## src/rtl/exec_monitor_pkg.sv

```systemverilog
// Shared types and constants for the execution monitor.
// Trace entries are packed as {pc, wa, wd, we}.
package exec_monitor_pkg;

    typedef enum logic [1:0] {
        IDLE   = 2'd0,
        RUN    = 2'd1,
        HALTED = 2'd2
    } state_t;

    localparam int unsigned NOP_INSTR = 0;

    function automatic int entry_width(input int n, input int m);
        return 2 * n + m + 1;
    endfunction

endpackage

```

## src/rtl/trace_fifo.sv

```systemverilog
// First-word-fall-through trace FIFO with occupancy count.
// Head data reads back as zero while empty.
module trace_fifo #(
    parameter int W     = 8,
    parameter int DEPTH = 16,
    localparam int AW   = $clog2(DEPTH)
) (
    input  logic          clk,
    input  logic          reset,
    input  logic          push,
    input  logic          pop,
    input  logic [W-1:0]  wdata,
    output logic [W-1:0]  rdata,
    output logic          full,
    output logic          empty,
    output logic [AW:0]   count
);

    logic [W-1:0]  mem [DEPTH];
    logic [AW-1:0] wptr;
    logic [AW-1:0] rptr;
    logic          do_push;
    logic          do_pop;

    assign empty   = (count == '0);
    assign full    = (count == (AW+1)'(DEPTH));
    assign do_pop  = pop & ~empty;
    // A pop frees the slot, so a push into a full FIFO still lands.
    assign do_push = push & (~full | do_pop);
    assign rdata   = empty ? '0 : mem[rptr];

    always_ff @(posedge clk) begin
        if (!reset) begin
            wptr  <= '0;
            rptr  <= '0;
            count <= '0;
        end else begin
            if (do_push) wptr <= wptr + 1'b1;
            if (do_pop)  rptr <= rptr + 1'b1;
            case ({do_push, do_pop})
                2'b10:   count <= count + 1'b1;
                2'b01:   count <= count - 1'b1;
                default: count <= count;
            endcase
        end
    end

    always_ff @(posedge clk) begin
        if (do_push) mem[wptr] <= wdata;
    end

endmodule

```

## src/rtl/exec_monitor.sv

```systemverilog
// Execution monitor: retired-instruction trace, cycle/instr counters
// and sticky halt after a run of consecutive no-ops.
module exec_monitor
    import exec_monitor_pkg::*;
#(
    parameter int N         = 16,
    parameter int M         = 4,
    parameter int DEPTH     = 16,
    parameter int HALT_NOPS = 1,
    parameter int CW        = 32
) (
    input  logic                     clk,
    input  logic                     reset,
    input  logic                     enable,
    input  logic                     mode,
    input  logic [N-1:0]             pc,
    input  logic [N-1:0]             instr,
    input  logic                     rf_we,
    input  logic [M-1:0]             rf_wa,
    input  logic [N-1:0]             rf_wd,
    input  logic                     trace_rd,
    output logic                     trace_valid,
    output logic [N-1:0]             trace_pc,
    output logic [M-1:0]             trace_wa,
    output logic [N-1:0]             trace_wd,
    output logic                     trace_we,
    output logic [$clog2(DEPTH):0]   trace_count,
    output logic                     overflow,
    output logic                     halted,
    output logic [1:0]               state,
    output logic [CW-1:0]            cycle_count,
    output logic [CW-1:0]            instr_count
);

    typedef struct packed {
        logic [N-1:0] pc;
        logic [M-1:0] wa;
        logic [N-1:0] wd;
        logic         we;
    } trace_entry_t;

    localparam int NW = $clog2(HALT_NOPS + 1);
    localparam int EW = entry_width(N, M);

    state_t        st_q;
    state_t        st_d;
    logic [NW-1:0] nop_q;
    logic          active;
    logic          is_nop;
    logic          nop_hit;
    logic          push_req;
    logic          pop_eff;
    logic          fifo_full;
    logic          fifo_empty;
    trace_entry_t  wr_e;
    trace_entry_t  rd_e;
    logic [EW-1:0] rd_bits;

    assign is_nop   = (instr == N'(NOP_INSTR));
    assign active   = enable & (st_q != HALTED);
    assign nop_hit  = is_nop && ((int'(nop_q) + 1) >= HALT_NOPS);
    assign push_req = active & ~is_nop & (~mode | rf_we);
    assign pop_eff  = trace_rd & ~fifo_empty;

    assign wr_e = '{pc: pc, wa: rf_wa, wd: rf_wd, we: rf_we};
    assign rd_e = trace_entry_t'(rd_bits);

    always_comb begin
        st_d = st_q;
        unique case (st_q)
            IDLE:    if (enable) st_d = nop_hit ? HALTED : RUN;
            RUN:     if (enable && nop_hit) st_d = HALTED;
            HALTED:  st_d = HALTED;
            default: st_d = IDLE;
        endcase
    end

    always_ff @(posedge clk) begin
        if (!reset) begin
            st_q   <= IDLE;
            halted <= 1'b0;
        end else begin
            st_q   <= st_d;
            halted <= (st_d == HALTED);
        end
    end

    always_ff @(posedge clk) begin
        if (!reset) begin
            nop_q       <= '0;
            cycle_count <= '0;
            instr_count <= '0;
        end else if (active) begin
            nop_q <= is_nop ? nop_q + 1'b1 : '0;
            if (cycle_count != '1) cycle_count <= cycle_count + 1'b1;
            if (!is_nop && instr_count != '1) instr_count <= instr_count + 1'b1;
        end
    end

    // Drop only when full and no pop frees a slot this cycle.
    always_ff @(posedge clk) begin
        if (!reset)                             overflow <= 1'b0;
        else if (push_req & fifo_full & ~pop_eff) overflow <= 1'b1;
    end

    trace_fifo #(
        .W     (EW),
        .DEPTH (DEPTH)
    ) u_fifo (
        .clk   (clk),
        .reset (reset),
        .push  (push_req),
        .pop   (trace_rd),
        .wdata (wr_e),
        .rdata (rd_bits),
        .full  (fifo_full),
        .empty (fifo_empty),
        .count (trace_count)
    );

    assign trace_valid = ~fifo_empty;
    assign trace_pc    = rd_e.pc;
    assign trace_wa    = rd_e.wa;
    assign trace_wd    = rd_e.wd;
    assign trace_we    = rd_e.we;
    assign state       = st_q;

endmodule
```

## config.mk

```make
export PLATFORM = sky130hd
export DESIGN_NAME = exec_monitor
export DESIGN_NICKNAME = d
export VERILOG_FILES = /design/src/rtl/exec_monitor_pkg.sv /design/src/rtl/trace_fifo.sv /design/src/rtl/exec_monitor.sv
export SDC_FILE = /design/constraint.sdc
export NUM_CORES = 1
export LEC_CHECK = 0
export ABC_AREA = 0
export CORE_ASPECT_RATIO = 0.5
export CORE_UTILIZATION = 49
export DETAILED_ROUTE_END_ITERATION = 12
export PLACE_DENSITY_LB_ADDON = 0.25
export SYNTH_ARGS = -nofsm -noshare
export SYNTH_HDL_FRONTEND = slang
export SYNTH_SLANG_ARGS = --single-unit
```

## constraint.sdc

```tcl
create_clock -name clk -period 5.7 [get_ports clk]
set_clock_uncertainty 0.2 [all_clocks]
set_input_delay 1.14 -clock clk [delete_from_list [all_inputs] [get_ports clk]]
set_output_delay 1.14 -clock clk [all_outputs]
set_load 0.01 [all_outputs]
```

; ---- Yosys cells after proc, flatten, opt, wreduce, memory -nomap -nowiden
; Memory sizes are Yosys's and may differ from the RTL's. A register that Yosys moved wholly into a read port is not among the register bits.
; Cells that the tools add are included.
[classes]
add_sub_neg = 8
magnitude_cmp = 1
eq_ne = 9
n_mux = 11
bitwise_logic = 14
reduce_logical = 10
[ops]
columns = cell, count
row1 = 32-bit by 1-bit adder with 32-bit output (second input constant), 2
row2 = 32-bit != test (second input constant), 2
row3 = 37-bit two-way mux, 1
row4 = 16-bit logical NOT, 1
row5 = 5-bit one-hot mux with 2 select lines, 1
row6 = 4-bit by 1-bit adder with 4-bit output (second input constant), 2
row7 = 4-bit two-way mux, 2
row8 = 1-bit bitwise AND, 7
row9 = 2-bit == test (second input constant), 3
row10 = 2-bit two-way mux, 3
row11 = 2-bit one-hot mux with 3 select lines, 1
row12 = 5-bit by 1-bit adder with 5-bit output (second input constant), 1
row13 = 5-bit == test (second input constant), 1
row14 = 5-bit logical NOT, 1
row15 = 1-bit NOT, 5
row16 = 5-bit by 1-bit subtractor with 5-bit output (second input constant), 1
row17 = 2-bit by 1-bit == test with 1-bit output (second input constant), 2
row18 = 2-bit AND reduction, 2
row19 = 1-bit logical AND, 3
row20 = 1-bit two-way mux, 3
row21 = 1-bit by 1-bit adder with 2-bit output (second input constant), 1
row22 = 2-bit by 1-bit >= comparator with 1-bit output (second input constant), 1
row23 = 2-bit logical NOT, 1
row24 = 2-bit != test (second input constant), 1
row25 = 4 further kinds, 5
[word_totals]
regBits = 82
ramBits = 592
inputBits = 58
output_inout_bits = 111
wordCells = 63
mem_count = 1
[memory_table]
columns = memory, depth, width, read_ports, rd_ports_with_merged_regs, write_ports, line_no
row1 = u_fifo.mem, 16, 37, 1, 1, 1, trace_fifo.sv:19  ; logic [W-1:0] mem [DEPTH];

; ---- Logic depth before layout (Yosys ltp)
; Gate-level depths: netlist of run 1.
[depth]
depth_word = 7
mapped_depth = 10
ltp_nobuf = 10

; ---- Modules after synthesis
; From an unflattened synthesis of run 1, not the netlist that was laid out.
[hier_totals]
cells_unflattened = 1479
area_unflattened_um2 = 27194.8
[modules_own_cells]
columns = mod, instances, cells_each, area_per_inst_um2, seq_area_each_um2
row1 = trace_fifo, 1, 1027, 23501.3, 18117.4
row2 = exec_monitor, 1, 452, 3693.5, 1361.3

; ---- Least setup slack after synthesis of run 1
; No wires, ideal clock.
[synth_path]
path_type = in2reg
startpoint = in mode
endpoint = mem u_fifo.mem[3][0] (netlist bit), enable pin
setup_time_ps = 477
arrival_ps = 4662
slack_ps = 361
stages = 6
n_path_buf = 1
cell_sequence = nor2b_1 nor3_1 o311a_1 buf_6 nand2_1 nor3_1
[synth_via]
elab_chain_cells = 6
[synth_lines]
columns = item, line_no
row1 = "start, declared", exec_monitor.sv:15  ; input logic mode,
row2 = 1-bit NOT, exec_monitor.sv:62  ; assign push_req = active & ~is_nop & (~mode | rf_we);
row3 = 1-bit OR, exec_monitor.sv:62
row4 = 1-bit bitwise AND, exec_monitor.sv:62
row5 = 1-bit bitwise AND, trace_fifo.sv:29  ; assign do_push = push & (~full | do_pop);
row6 = 1-bit two-way mux, trace_fifo.sv:49  ; if (do_push) mem[wptr] <= wdata;
row7 = 1-bit two-way mux (not written as such), trace_fifo.sv:49
row8 = "end, declared", trace_fifo.sv:19
; No other way between the ends.

==> results of run 1 <==
==> metrics by stage <==
step                total power [mW]  cells  hold WS (ns)  setup WS, ns  util [%]
floorplan                       7.38   1354         0.270         0.361         -
global placement                8.63   2208         0.259          1.21      54.8
detailed placement              8.66   2208         0.274          1.17      54.8
CTS                             12.4   2313         0.300         0.640      58.1
global route                    12.7   2313         0.336         0.537      58.1
finish                          12.3   2315         0.297         0.728      58.1
==> cell families (layout without fill, tap and decap cells) <==
group                    after synthesis  after routing
buffers and inverters                 74            320
multiplexers                         189            189
other                                  0              2
AND/OR/NAND/NOR                      305            305
adder cells (fa/ha/maj)                9              9
XOR/XNOR                              67             67
flip-flops                           677            677
AO/OA/AOI/OAI                         33             33
==> layout by cell type, fill, tap and decap left out, types with 7 or more instances in the layout <==
cell                              synthesis  routed
sky130_fd_sc_hd__buf_4                   13      30
sky130_fd_sc_hd__clkinv_1                 0      11
sky130_fd_sc_hd__clkbuf_16                0      59
sky130_fd_sc_hd__nor3_1                  26      22
sky130_fd_sc_hd__and4_1                   9       9
sky130_fd_sc_hd__ha_1                     9       9
sky130_fd_sc_hd__a21boi_0                 7       7
sky130_fd_sc_hd__mux4_2                 185     185
sky130_fd_sc_hd__o21ai_0                 10      10
sky130_fd_sc_hd__buf_12                   0       8
sky130_fd_sc_hd__clkinv_2                 0      10
sky130_fd_sc_hd__nand4_1                 20      20
sky130_fd_sc_hd__and3_1                  12      12
sky130_fd_sc_hd__nor2_1                  21       9
sky130_fd_sc_hd__nand3_1                 33      33
sky130_fd_sc_hd__nor2_4                   0      12
sky130_fd_sc_hd__xnor2_1                 34      34
sky130_fd_sc_hd__dfxtp_1                 85      81
sky130_fd_sc_hd__nor4_1                  18      18
sky130_fd_sc_hd__nand2_1                 27      27
sky130_fd_sc_hd__clkbuf_1                35      14
sky130_fd_sc_hd__edfxtp_1               592     592
sky130_fd_sc_hd__and2_1                 106     106
sky130_fd_sc_hd__inv_1                    9       9
sky130_fd_sc_hd__or3_1                    7       7
sky130_fd_sc_hd__nor2b_1                  8       8
sky130_fd_sc_hd__xor2_1                  33      33
sky130_fd_sc_hd__clkdlybuf4s50_1          0     167
==> routing by layer <==
metal  wire [microns]  share of wire, %
met4              967               1.5
met1            26500                42
met5               12             0.019
met3             5280               8.4
met2            29800                48
==> report_power, final <==
| group | switching [mW] | internal [mW] | leakage, nW |
|---|---|---|---|
| clock | 1.75 | 2.00 | 0.857 |
| combinational | 1.37 | 1.51 | 2.90 |
| sequential | 0.140 | 5.49 | 6.03 |
==> path summary, 6_finish.rpt <==
kind	start	to	slack, ns	cells after the start
setup / recovery	flip-flop	trace_wd[3]	0.73	5
hold / removal	state[1]	state[0]	0.30	1
setup reg to reg	state[1]	u_fifo.mem[8][29]	2.42	6
hold reg to reg	state[1]	state[0]	0.30	1
==> critical path, cell delays in order, from the launching register on <==
cell and delay (ns):
sky130_fd_sc_hd__dfxtp_4 0.79, sky130_fd_sc_hd__buf_12 0.35, sky130_fd_sc_hd__mux4_2 0.60, sky130_fd_sc_hd__mux4_2 0.55, sky130_fd_sc_hd__and2_1 0.19, sky130_fd_sc_hd__clkdlybuf4s50_1 0.48
==> state kept, by name (all words and copies together) (netlist names), named ones only <==
| signal | cells |
|---|---|
| u_fifo.mem | 592 |
| halted | 1 |
| cycle_count | 32 |
| u_fifo.rptr | 4 |
| u_fifo.wptr | 4 |
| u_fifo.count | 5 |
| overflow | 1 |
| instr_count | 32 |
| state | 2 |
==> layout make-up <==
class | instances | share of cell area (%)
Sequential cell | 677 | 62.3
Antenna cell | 2 | 0.0160
Timing Repair Buffer | 206 | 6.60
Inverter | 9 | 0.108
Clock inverter | 31 | 0.696
Clock buffer | 74 | 4.93
Multi-Input combinational cell | 603 | 22.5
Tap cell | 713 | 2.85
==> flow_summary.yaml, run 1 <==
clock_network:
  cts_tree: "built"
  worstSkewPairLatency_ns: 0.60
  cts_resized: 0
  max-clock-path-buffers: 3
  cts-hold-fix-buffers: 0
  numCtsBuffers: 57
  tritoncts_num_sinks: 677
  post-cts-setup-buffers: 0
  h-tree-depth: 2
  path_clk_slew_ns: 0.07
  clk_root_buffer_cell: "sky130_fd_sc_hd__clkbuf_16"
synthesis:
  synthMuxAreaShare_pct: 15.7
  synth_async_sr_flop_share_pct: 0
  synthesis.yosys.warnings: 0
  synth-compound-area-share_pct: 0.824
  synthesis.nets: 1421
  synth_common_cells: "sky130_fd_sc_hd__edfxtp_1, sky130_fd_sc_hd__mux4_2, sky130_fd_sc_hd__and2_1"
  number_of_instances_in_the_synthesized_netlist: 1354
  xor_and_xnor_area_share_after_synthesis_pct: 2.19
  yosys.area.top_type: "sky130_fd_sc_hd__edfxtp_1"
  netlist.area_leader.share_pct: 66.5
  largest_family_of_logic_cells_by_synthesized_area: "multiplexers"
  synth_cell_types: 47
  yosys.area_share.simple_pct: 6.66
  synth-seq-area-share_pct: 72.8
  synth-main-ff-cell: "sky130_fd_sc_hd__edfxtp_1"
  synth-edff-count: 592
  synthAdderAreaFrac_pct: 0.421
  synth_area_sq_um: 26700
  synth.ff_latch_count: 677
  synth_most_common_cell: "sky130_fd_sc_hd__edfxtp_1"
  netlist_top_cells_area: "sky130_fd_sc_hd__edfxtp_1, sky130_fd_sc_hd__mux4_2, sky130_fd_sc_hd__dfxtp_1, sky130_fd_sc_hd__and2_1, sky130_fd_sc_hd__xnor2_1"
  synthesis.area_per_instance_sq_um: 19.7
sta:
  layout_worst_path_cycle_share_pct: 87.2
  post-route-min-period_ns: 4.97
  timing_worst_slew_pin_value_ns: 1.01
  rsz_0062_raised_after_global_routing: "false"
  setup_total_neg_slack_ns: 0
  timing.max_slew.rel_slack_pct: 32.9
  hold_viol: 0
  timing.final.max_slew_violations: 0
  fmax_ghz: 0.201
  setup-violations-final: 0
setup_path:
  setup.worst_path.start_class: "flip-flop"
  timing.critical_path.arrival_ns: 3.63
  worstSetupEndpointType: "output port"
  timing.critical_path.required_ns: 4.36
  timing.setup.critical_path_class: "reg2out"
  crit_fanout: 32
global_routing:
  grt_busiest_layer: "met2"
  grt_max_degree: 65
  grt_antenna_before_repair: 3
  met2_usage_pct: 35.7
  vias_in_the_first_global_route: 14200
  grt.total_usage_pct: 22.8
  use_met3_pct: 5.52
  gr-usage-met1_pct: 33.0
  grt_overflow_total: 0
  first_pass_grt_wire_length_microns: 93300
job:
  max-cap-violations: 0
final_layout:
  fill_cells: 3863
  layout-drive-gt1-share_pct: 20.8
  final_net_count: 1621
  area_grow_syn2layout_pct: 16.9
  final_area_sq_um: 31300
  seqCellArea_sq_um: 19500
  multi_input_area_sq_um: 7020
floorplanning:
  pin_count: 169
  die_h_microns: 167
  core_area_sq_um: 53800
  die-width_microns: 332
  initial_utilization_pct: 49.7
  dieArea_sq_um: 55600
  number_of_rows_created_at_floorplan: 60
pwr:
  worst_ir_drop_vdd_uv: 254
  power.density_cell_area_nw_per_um2: 392
  leakage_component_of_the_power_nw: 9.79
route:
  drtPass1Iterations: 7
  detail_route.vias_per_cell: 5.99
  route.detailed.drc: 0
  dr.first_iter.drc_count: 1328
  via_count: 13900
  routed_wirelength_microns: 62600
  ant_nets: 0
  avgRoutedWirePerCell_microns: 27.0
placed_design:
  hpwlAfterDp_microns: 39900
  numPortBuffers: 168
  finalWeightedCongestion: 0.799
  place_area_sq_um: 29500
min_path:
  holdCritPathClass: "reg2reg"
outcome:
  outcome: "finished, final reports clean"
(Power assumes the default switching activity.)
==> run 2: changes to the inputs <==
--- a/config.mk
+++ b/config.mk
@@ -9,6 +9,7 @@
 export CORE_ASPECT_RATIO = 0.5
 export CORE_UTILIZATION = 49
 export DETAILED_ROUTE_END_ITERATION = 12
+export GPL_ROUTABILITY_DRIVEN = 1
 export PLACE_DENSITY_LB_ADDON = 0.25
 export SYNTH_ARGS = -nofsm -noshare
 export SYNTH_HDL_FRONTEND = slang
==> results of run 2 <==
No change in the layout: final DEF, timing and power equal those of run 1.
